**src/rtl/crack_result_display.sv**
```systemverilog
// rtl/crack_result_display.sv - start/readout controller for the dual cracker
// Fires one crack_en per search, shows progress snapshots while running, then latches the result.
module crack_result_display #(
    parameter int REFRESH_CYCLES = 5_000_000,
    parameter bit SHOW_PROGRESS  = 1'b1
) (
    input  logic        clk,
    input  logic        rst_n,
    input  logic        restart,
    input  logic        crack_rdy,
    input  logic        key_valid,
    input  logic [23:0] key,
    input  logic [23:0] probe_key,
    output logic        crack_en,
    output logic [6:0]  HEX0,
    output logic [6:0]  HEX1,
    output logic [6:0]  HEX2,
    output logic [6:0]  HEX3,
    output logic [6:0]  HEX4,
    output logic [6:0]  HEX5,
    output logic [2:0]  LEDR
);

    localparam int              CW       = (REFRESH_CYCLES > 1) ? $clog2(REFRESH_CYCLES) : 1;
    localparam logic [CW-1:0]   CNT_LAST = CW'(REFRESH_CYCLES - 1);
    localparam logic [6:0]      SEG_BLANK = 7'b1111111;
    localparam logic [6:0]      SEG_DASH  = 7'b0111111;

    typedef enum logic [2:0] {
        S_WAIT_RDY,
        S_START,
        S_GUARD,
        S_RUN,
        S_FOUND,
        S_FAIL
    } state_t;

    state_t           r_state;
    state_t           w_next;
    logic [CW-1:0]    r_refresh_cnt;
    logic [23:0]      r_snapshot;
    logic [23:0]      r_result;
    logic             r_crack_en;
    logic [5:0][6:0]  r_hex;
    logic [2:0]       r_led;
    logic [5:0][6:0]  w_hex;
    logic [2:0]       w_led;

    function automatic logic [6:0] seg7(input logic [3:0] d);
        case (d)
            4'h0: seg7 = 7'b1000000;
            4'h1: seg7 = 7'b1111001;
            4'h2: seg7 = 7'b0100100;
            4'h3: seg7 = 7'b0110000;
            4'h4: seg7 = 7'b0011001;
            4'h5: seg7 = 7'b0010010;
            4'h6: seg7 = 7'b0000010;
            4'h7: seg7 = 7'b1111000;
            4'h8: seg7 = 7'b0000000;
            4'h9: seg7 = 7'b0010000;
            4'hA: seg7 = 7'b0001000;
            4'hB: seg7 = 7'b0000011;
            4'hC: seg7 = 7'b1000110;
            4'hD: seg7 = 7'b0100001;
            4'hE: seg7 = 7'b0000110;
            default: seg7 = 7'b0001110;
        endcase
    endfunction

    function automatic logic [5:0][6:0] seg_word(input logic [23:0] v);
        for (int i = 0; i < 6; i++) begin
            seg_word[i] = seg7(v[i*4 +: 4]);
        end
    endfunction

    always_ff @(posedge clk or negedge rst_n) begin
        if (!rst_n) begin
            r_state <= S_WAIT_RDY;
        end else begin
            r_state <= w_next;
        end
    end

    always_comb begin
        w_next = r_state;
        case (r_state)
            S_WAIT_RDY: if (crack_rdy) w_next = S_START;
            S_START:    w_next = S_GUARD;
            // The cracker only drops rdy a cycle after en, so rdy is not trusted here.
            S_GUARD:    w_next = S_RUN;
            S_RUN:      if (crack_rdy) w_next = key_valid ? S_FOUND : S_FAIL;
            S_FOUND,
            S_FAIL:     if (restart) w_next = S_WAIT_RDY;
            default:    w_next = S_WAIT_RDY;
        endcase
    end

    always_ff @(posedge clk or negedge rst_n) begin
        if (!rst_n) begin
            r_refresh_cnt <= '0;
            r_snapshot    <= '0;
            r_result      <= '0;
        end else begin
            case (r_state)
                S_START: begin
                    r_snapshot    <= probe_key;
                    r_refresh_cnt <= '0;
                end
                S_RUN: begin
                    r_refresh_cnt <= (r_refresh_cnt == CNT_LAST) ? '0 : r_refresh_cnt + 1'b1;
                    // A finishing search wins over a coincident snapshot refresh.
                    if (crack_rdy) begin
                        if (key_valid) r_result <= key;
                    end else if (r_refresh_cnt == CNT_LAST) begin
                        r_snapshot <= probe_key;
                    end
                end
                default: ;
            endcase
        end
    end

    always_comb begin
        w_hex = {6{SEG_BLANK}};
        w_led = 3'b000;
        case (r_state)
            S_RUN: begin
                w_led = 3'b001;
                if (SHOW_PROGRESS) w_hex = seg_word(r_snapshot);
            end
            S_FOUND: begin
                w_led = 3'b010;
                w_hex = seg_word(r_result);
            end
            S_FAIL: begin
                w_led = 3'b100;
                w_hex = {6{SEG_DASH}};
            end
            default: ;
        endcase
    end

    always_ff @(posedge clk or negedge rst_n) begin
        if (!rst_n) begin
            r_crack_en <= 1'b0;
            r_hex      <= {6{SEG_BLANK}};
            r_led      <= 3'b000;
        end else begin
            r_crack_en <= (w_next == S_START);
            r_hex      <= w_hex;
            r_led      <= w_led;
        end
    end

    assign crack_en = r_crack_en;
    assign HEX0     = r_hex[0];
    assign HEX1     = r_hex[1];
    assign HEX2     = r_hex[2];
    assign HEX3     = r_hex[3];
    assign HEX4     = r_hex[4];
    assign HEX5     = r_hex[5];
    assign LEDR     = r_led;

endmodule

```
**config.mk**
```make
export PLATFORM = sky130hd
export DESIGN_NAME = crack_result_display
export DESIGN_NICKNAME = d
export VERILOG_FILES = /design/src/rtl/crack_result_display.sv
export SDC_FILE = /design/constraint.sdc
export NUM_CORES = 1
export LEC_CHECK = 0
export BUFFER_PORTS_ARGS = -buffer_cell sky130_fd_sc_hd__buf_4
export CORE_MARGIN = 4
export CORE_UTILIZATION = 30
export DETAILED_ROUTE_END_ITERATION = 8
export PLACE_DENSITY_LB_ADDON = 0.25
export SLEW_MARGIN = 5
export SYNTH_ARGS = -nofsm -noshare
export SYNTH_HDL_FRONTEND = slang
export SYNTH_SLANG_ARGS = --single-unit
```
**constraint.sdc**
```tcl
create_clock -name clk -period 5.65 [get_ports clk]
set_input_delay 1.13 -clock clk [delete_from_list [all_inputs] [get_ports clk]]
set_output_delay 1.13 -clock clk [all_outputs]
set_load 0.05 [all_outputs]
```
; Word-level counts from Yosys, hierarchy flattened
; Memories as Yosys holds them, arrays and structs flattened.
; Index checks and enable logic that the tools add are counted.
[totals]
register_bits = 120
latchBits = 0
mem_bits_rw = 0
romBits = 1344
inputBits = 53
out_inout_bits = 46
elab_cells = 51
n_memories = 12
[memory_table]
columns = memory, depth, word_bits, rd, rd_clocked_by_memory_dff, wr, line_no
row1 = (name not given), 16, 7, 1, 0, 0, 50  ; case (d)
row2 = (name not given), 16, 7, 1, 0, 0, 50
row3 = (name not given), 16, 7, 1, 0, 0, 50
row4 = (name not given), 16, 7, 1, 0, 0, 50
row5 = (name not given), 16, 7, 1, 0, 0, 50
row6 = (name not given), 16, 7, 1, 0, 0, 50
row7 = +6 memories, --, --, --, --, --, --
[op_classes]
addsub = 1
mul = 0
n_div = 0
magnitude_cmp = 0
eq_ne = 9
shift = 0
n_mux = 12
n_bitwise = 0
reduce_logical = 5
[ops]
columns = operator, count
row1 = 42-bit case mux with 3 select lines, 1
row2 = 24-bit two-way mux, 2
row3 = 24-bit case mux with 2 select lines, 1
row4 = 23-bit case mux with 2 select lines, 1
row5 = 23-bit by 1-bit adder with 23-bit output (second input constant), 1
row6 = 23-bit == test (second input constant), 1
row7 = 23-bit two-way mux, 1
row8 = 3-bit case mux with 5 select lines, 1
row9 = 3-bit two-way mux, 3
row10 = 3-bit case mux with 3 select lines, 1
row11 = 3-bit by 1-bit == test with 1-bit output (second input constant), 2
row12 = 3-bit by 2-bit == test with 1-bit output (second input constant), 2
row13 = 3-bit == test (second input constant), 2
row14 = 3-bit AND reduction, 2
row15 = 2-bit inequality test (second input constant), 2
row16 = 3-bit logical NOT, 1
row17 = 2-bit nonzero test, 1
row18 = 2-bit OR reduction, 1
row19 = 1-bit two-way mux, 1

; Depth between registers and ports, before layout
[depth]
word_depth = 4
depth_mapped = 8
mapped_depth_nobuf = 7

; Least setup slack after synthesis
; No wires, ideal clock.
[synth_timing]
path_type = reg2reg
from = register r_refresh_cnt[13]
to = register r_snapshot[10]
setup_ns = 0.125
t_arrival_ns = 2.145
required_ns = 5.525
setup_slack_ns = 3.380
path_stages_with_launch = 9
n_path_buf = 3
period_less_slack_ns = 2.270
path_cell_list = dfrtp_1 buf_2 or4b_4 nor4_4 nand3b_1 a21o_1 buf_6 buf_6 mux2_4
[synth_via]
elab_chain_cells = 3
[synth_rtl]
columns = item, line_no
row1 = "start, declared", 40  ; logic [CW-1:0] r_refresh_cnt;
row2 = "start signal, assigned", 110  ; r_refresh_cnt <= (r_refresh_cnt == CNT_LAST) ? '0 : r_refresh_cnt + 1'b1;
row3 = 23-bit == test, 114  ; end else if (r_refresh_cnt == CNT_LAST) begin
row4 = 2-bit inequality test (no source line), --
row5 = 3-bit AND reduction (no source line), --
row6 = "end signal, assigned", 106  ; r_snapshot <= probe_key;
row7 = "end signal, assigned", 115  ; r_snapshot <= probe_key;
row8 = "end, declared", 41  ; logic [23:0] r_snapshot;
; No other way between the ends.
; A chain may end at the register's enable or synchronous reset.

; Final worst setup path
[layout_timing]
from = register r_state[0]
to = register r_result[14]
[layout_via]
elab_chain_cells = 2
[layout_rtl]
columns = item, line_no
row1 = "start, declared", 38  ; state_t r_state;
row2 = "start signal, assigned", 80  ; r_state <= w_next;
row3 = 3-bit by 2-bit == test with 1-bit output, 104  ; case (r_state)
row4 = 3-bit AND reduction (no source line), --
row5 = "end signal, assigned", 113  ; if (key_valid) r_result <= key;
row6 = "end, declared", 42  ; logic [23:0] r_result;
; No other way between the ends.

==> results.json <==
{
  "fin_util_pct": 36.5,
  "crit_required_ns": 5.94,
  "maxCapViolCount": 0,
  "gr-usage-met1_pct": 19.3,
  "clk_path_buf_depth": 2,
  "vias": 6212,
  "synth.ff_latch_count": 120,
  "row_count": 59,
  "syn_nets": 978,
  "core_um2": 26000,
  "clkLatencyLatePin_ns": 0.42,
  "worst-slew-pin-transition_ns": 0.924,
  "grt_use_met2_pct": 21.8,
  "post_cts_buffers": 0,
  "drtIter0Drc": 402,
  "htreeDepth": 4,
  "place_congestion": 0.874,
  "power_density_nw_per_um2": 603,
  "cts_hold_buf": 0,
  "die_h_um": 170,
  "fin_nets": 1049,
  "grt_pass1_vias": 6029,
  "yosysUniqueCellTypes": 51,
  "yosys.area.top_type_share_pct": 24.7,
  "drive_gt1_share_pct": 24.2,
  "switching_share_pct": 45.7,
  "overflow": 0,
  "cp_max_fo": 40,
  "firstDrtPassIters": 5,
  "wl_per_cell_um": 15.8,
  "cts_resized": 0,
  "arrival_ns": 2.96,
  "synth_commonest_cells": "o21ai_0, ha_1, dfrtp_1",
  "syn_inst": 840,
  "die_area_um2": 29000,
  "grt_max_degree": 54,
  "yosysMostFrequentCell": "o21ai_0",
  "clk_pin_slew_ns": 0.06,
  "intPower_uw": 3110,
  "pwr-share-clk_pct": 18.8,
  "min_path_type": "reg -> reg",
  "grt_busiest_layer": "met2",
  "ys_async_sr_fraction_pct": 100,
  "avgSynthCellArea_um2": 9.40,
  "diodes": 0,
  "netlist_area_um2": 7900,
  "ant_nets": 0,
  "portBuffers": 98,
  "initial_core_util_pct": 30.4,
  "area_growth_pct": 20.0,
  "cts.sinks": 120,
  "die-width_um": 170,
  "fin_skew_ns": 0.0108,
  "ir_drop_uv": 232,
  "netlist.top_cell.by_area": "dfrtp_1",
  "status": "complete, no violations",
  "min_period_ns": 2.67,
  "io_pins": 99,
  "hold_viol": 0,
  "grt_pass1_wl_mm": 32.1,
  "synth_edf_count": 0,
  "yosysWarnings": 0,
  "worstSetupEndpointType": "flop",
  "synthFlopType": "dfrtp_1",
  "vias_per_cell": 4.93,
  "cts_root_buf": "clkbuf_16",
  "wl_mm": 19.9,
  "max-slew-margin-rel_pct": 38.4,
  "finalSetupViolations": 0,
  "synth_area_leaders": "dfrtp_1, dfstp_2, ha_1, o21ai_0, a21oi_1",
  "slew_viol_final": 0,
  "met3_usage_pct": 2.90,
  "p_leak_uw": 0.00417,
  "finalCritPeriodShare_pct": 47.3,
  "antenna_found_initial": 0,
  "track_usage_pct": 13.9,
  "cts_tree": "done",
  "rsz0062_at_grt": "false",
  "cts_made_buffers": 17,
  "p_seq_share_pct": 30.9,
  "p_comb_share_pct": 50.3,
  "critPathKind": "reg -> reg",
  "switchingPower_uw": 2610,
  "yosysSeqAreaShare_pct": 38.7,
  "fmax_mhz": 374,
  "dp_hpwl_mm": 14.1,
  "drcViolationCount": 0,
  "cp-start-kind": "flop",
  "tns_ns": 0
}
## routing by layer
metal	vias up	routed length [um]
met5	-	0
met4	0	356
met1	2988	9730
met3	19	619
li1	3099	-
met2	106	9230
## registers in the layout, indices dropped and copies added, names as in the netlist
name / cells
r_result: 24
r_snapshot: 24
r_refresh_cnt: 23
HEX0: 7
HEX1: 7
HEX2: 7
HEX3: 7
HEX4: 7
HEX5: 7
LEDR: 3
r_state: 3
crack_en: 1
## critical path, stage by stage (launching register included)
cell and delay, ns:
dfrtp_1 0.59, nor2b_1 0.47, nand2_1 0.13, buf_4 0.25, nor2_4 0.70, mux2_2 0.41
## cell families (layout without fill, tap and decap cells)
| group | Yosys count | after routing | synth area share [%] |
|---|---|---|---|
| muxes | 51 | 51 | 9.06 |
| DFF | 120 | 120 | 38.7 |
| adders and majority gates | 85 | 85 | 13.5 |
| buffers and inverters | 107 | 191 | 5.38 |
| xor gates and xnor gates | 3 | 3 | 0.333 |
| and+or+nand+nor | 232 | 232 | 14.7 |
| AOI/OAI and AO/OA | 242 | 242 | 18.4 |
## stage by stage
stage / hold slack [ns] / power, uW / instance area (um^2) / worst slack [ns] / instances
global route: 0.545 / 6180 / 9480 / 2.73 / 1259
finish: 0.520 / 5720 / 9480 / 2.98 / 1259
floorplan: 0.484 / 3900 / 7900 / 3.38 / 840
CTS: 0.524 / 5770 / 9480 / 2.94 / 1259
global placement: 0.505 / 4660 / 8890 / 2.99 / 1227
detailed placement: 0.514 / 4660 / 8890 / 2.94 / 1227
## cells in the final DEF, fill, tap and decap left out, types with 4 or more instances in the layout
cell          n
a211oi_1     11
a21o_1        4
a21oi_1      60
a221oi_1      4
a22o_1        7
a22oi_1      18
a31oi_1      16
and2_1        6
and3_1        4
buf_4       104
clkbuf_16    17
clkbuf_8      5
clkinvlp_4    6
dfrtp_1      78
dfstp_2      42
ha_1         85
inv_1        55
mux2_2       11
mux2_4       20
mux2i_1      10
mux4_2        7
nand2_1      76
nand2b_1      8
nand3_1      25
nand3b_1     10
nand4_1       8
nor2_1       49
nor2b_1      18
nor3_1        8
o211ai_1     13
o21a_1        6
o21ai_0      88
o22a_1        7
or4_1         4
## power by group through the flow
stage | clock (uW) | combinational (uW) | sequential (uW)
after detailed placement | 0 | 2890 | 1770
after global routing | 1140 | 3190 | 1840
after global placement | 0 | 2880 | 1770
after floorplan | 0 | 2030 | 1880
final | 1080 | 2880 | 1770
after CTS | 1100 | 2900 | 1760
## final timing paths
kind / endpoint / cells past startpoint / slack, ns / from
worst min register to register: r_refresh_cnt[20]$_DFFE_PN0P_ / 1 / 0.52 / r_refresh_cnt[20]$_DFFE_PN0P_
min in group asynchronous: r_snapshot[5]$_DFFE_PN0P_ / 1 / 0.75 / rst_n
worst max-delay path: r_result[14]$_DFFE_PN0P_ / 5 / 2.98 / r_state[0]$_DFF_PN0_
worst max register to register: r_result[14]$_DFFE_PN0P_ / 5 / 2.98 / r_state[0]$_DFF_PN0_
max in group asynchronous: HEX5[1]$_DFF_PN1_ / 2 / 3.88 / rst_n
worst min-delay path: r_refresh_cnt[20]$_DFFE_PN0P_ / 1 / 0.52 / r_refresh_cnt[20]$_DFFE_PN0P_
## area by class of cell
type	instances	area (um^2)
repair buffers	104	781
flip-flops and latches	120	3060
clock buffers	22	494
multi-input cells	613	4430
fillers	2675	16500
well taps	335	419
clock inverters	10	93.8
inverters	55	206
No activity file was read; power rests on OpenSTA's default activity.
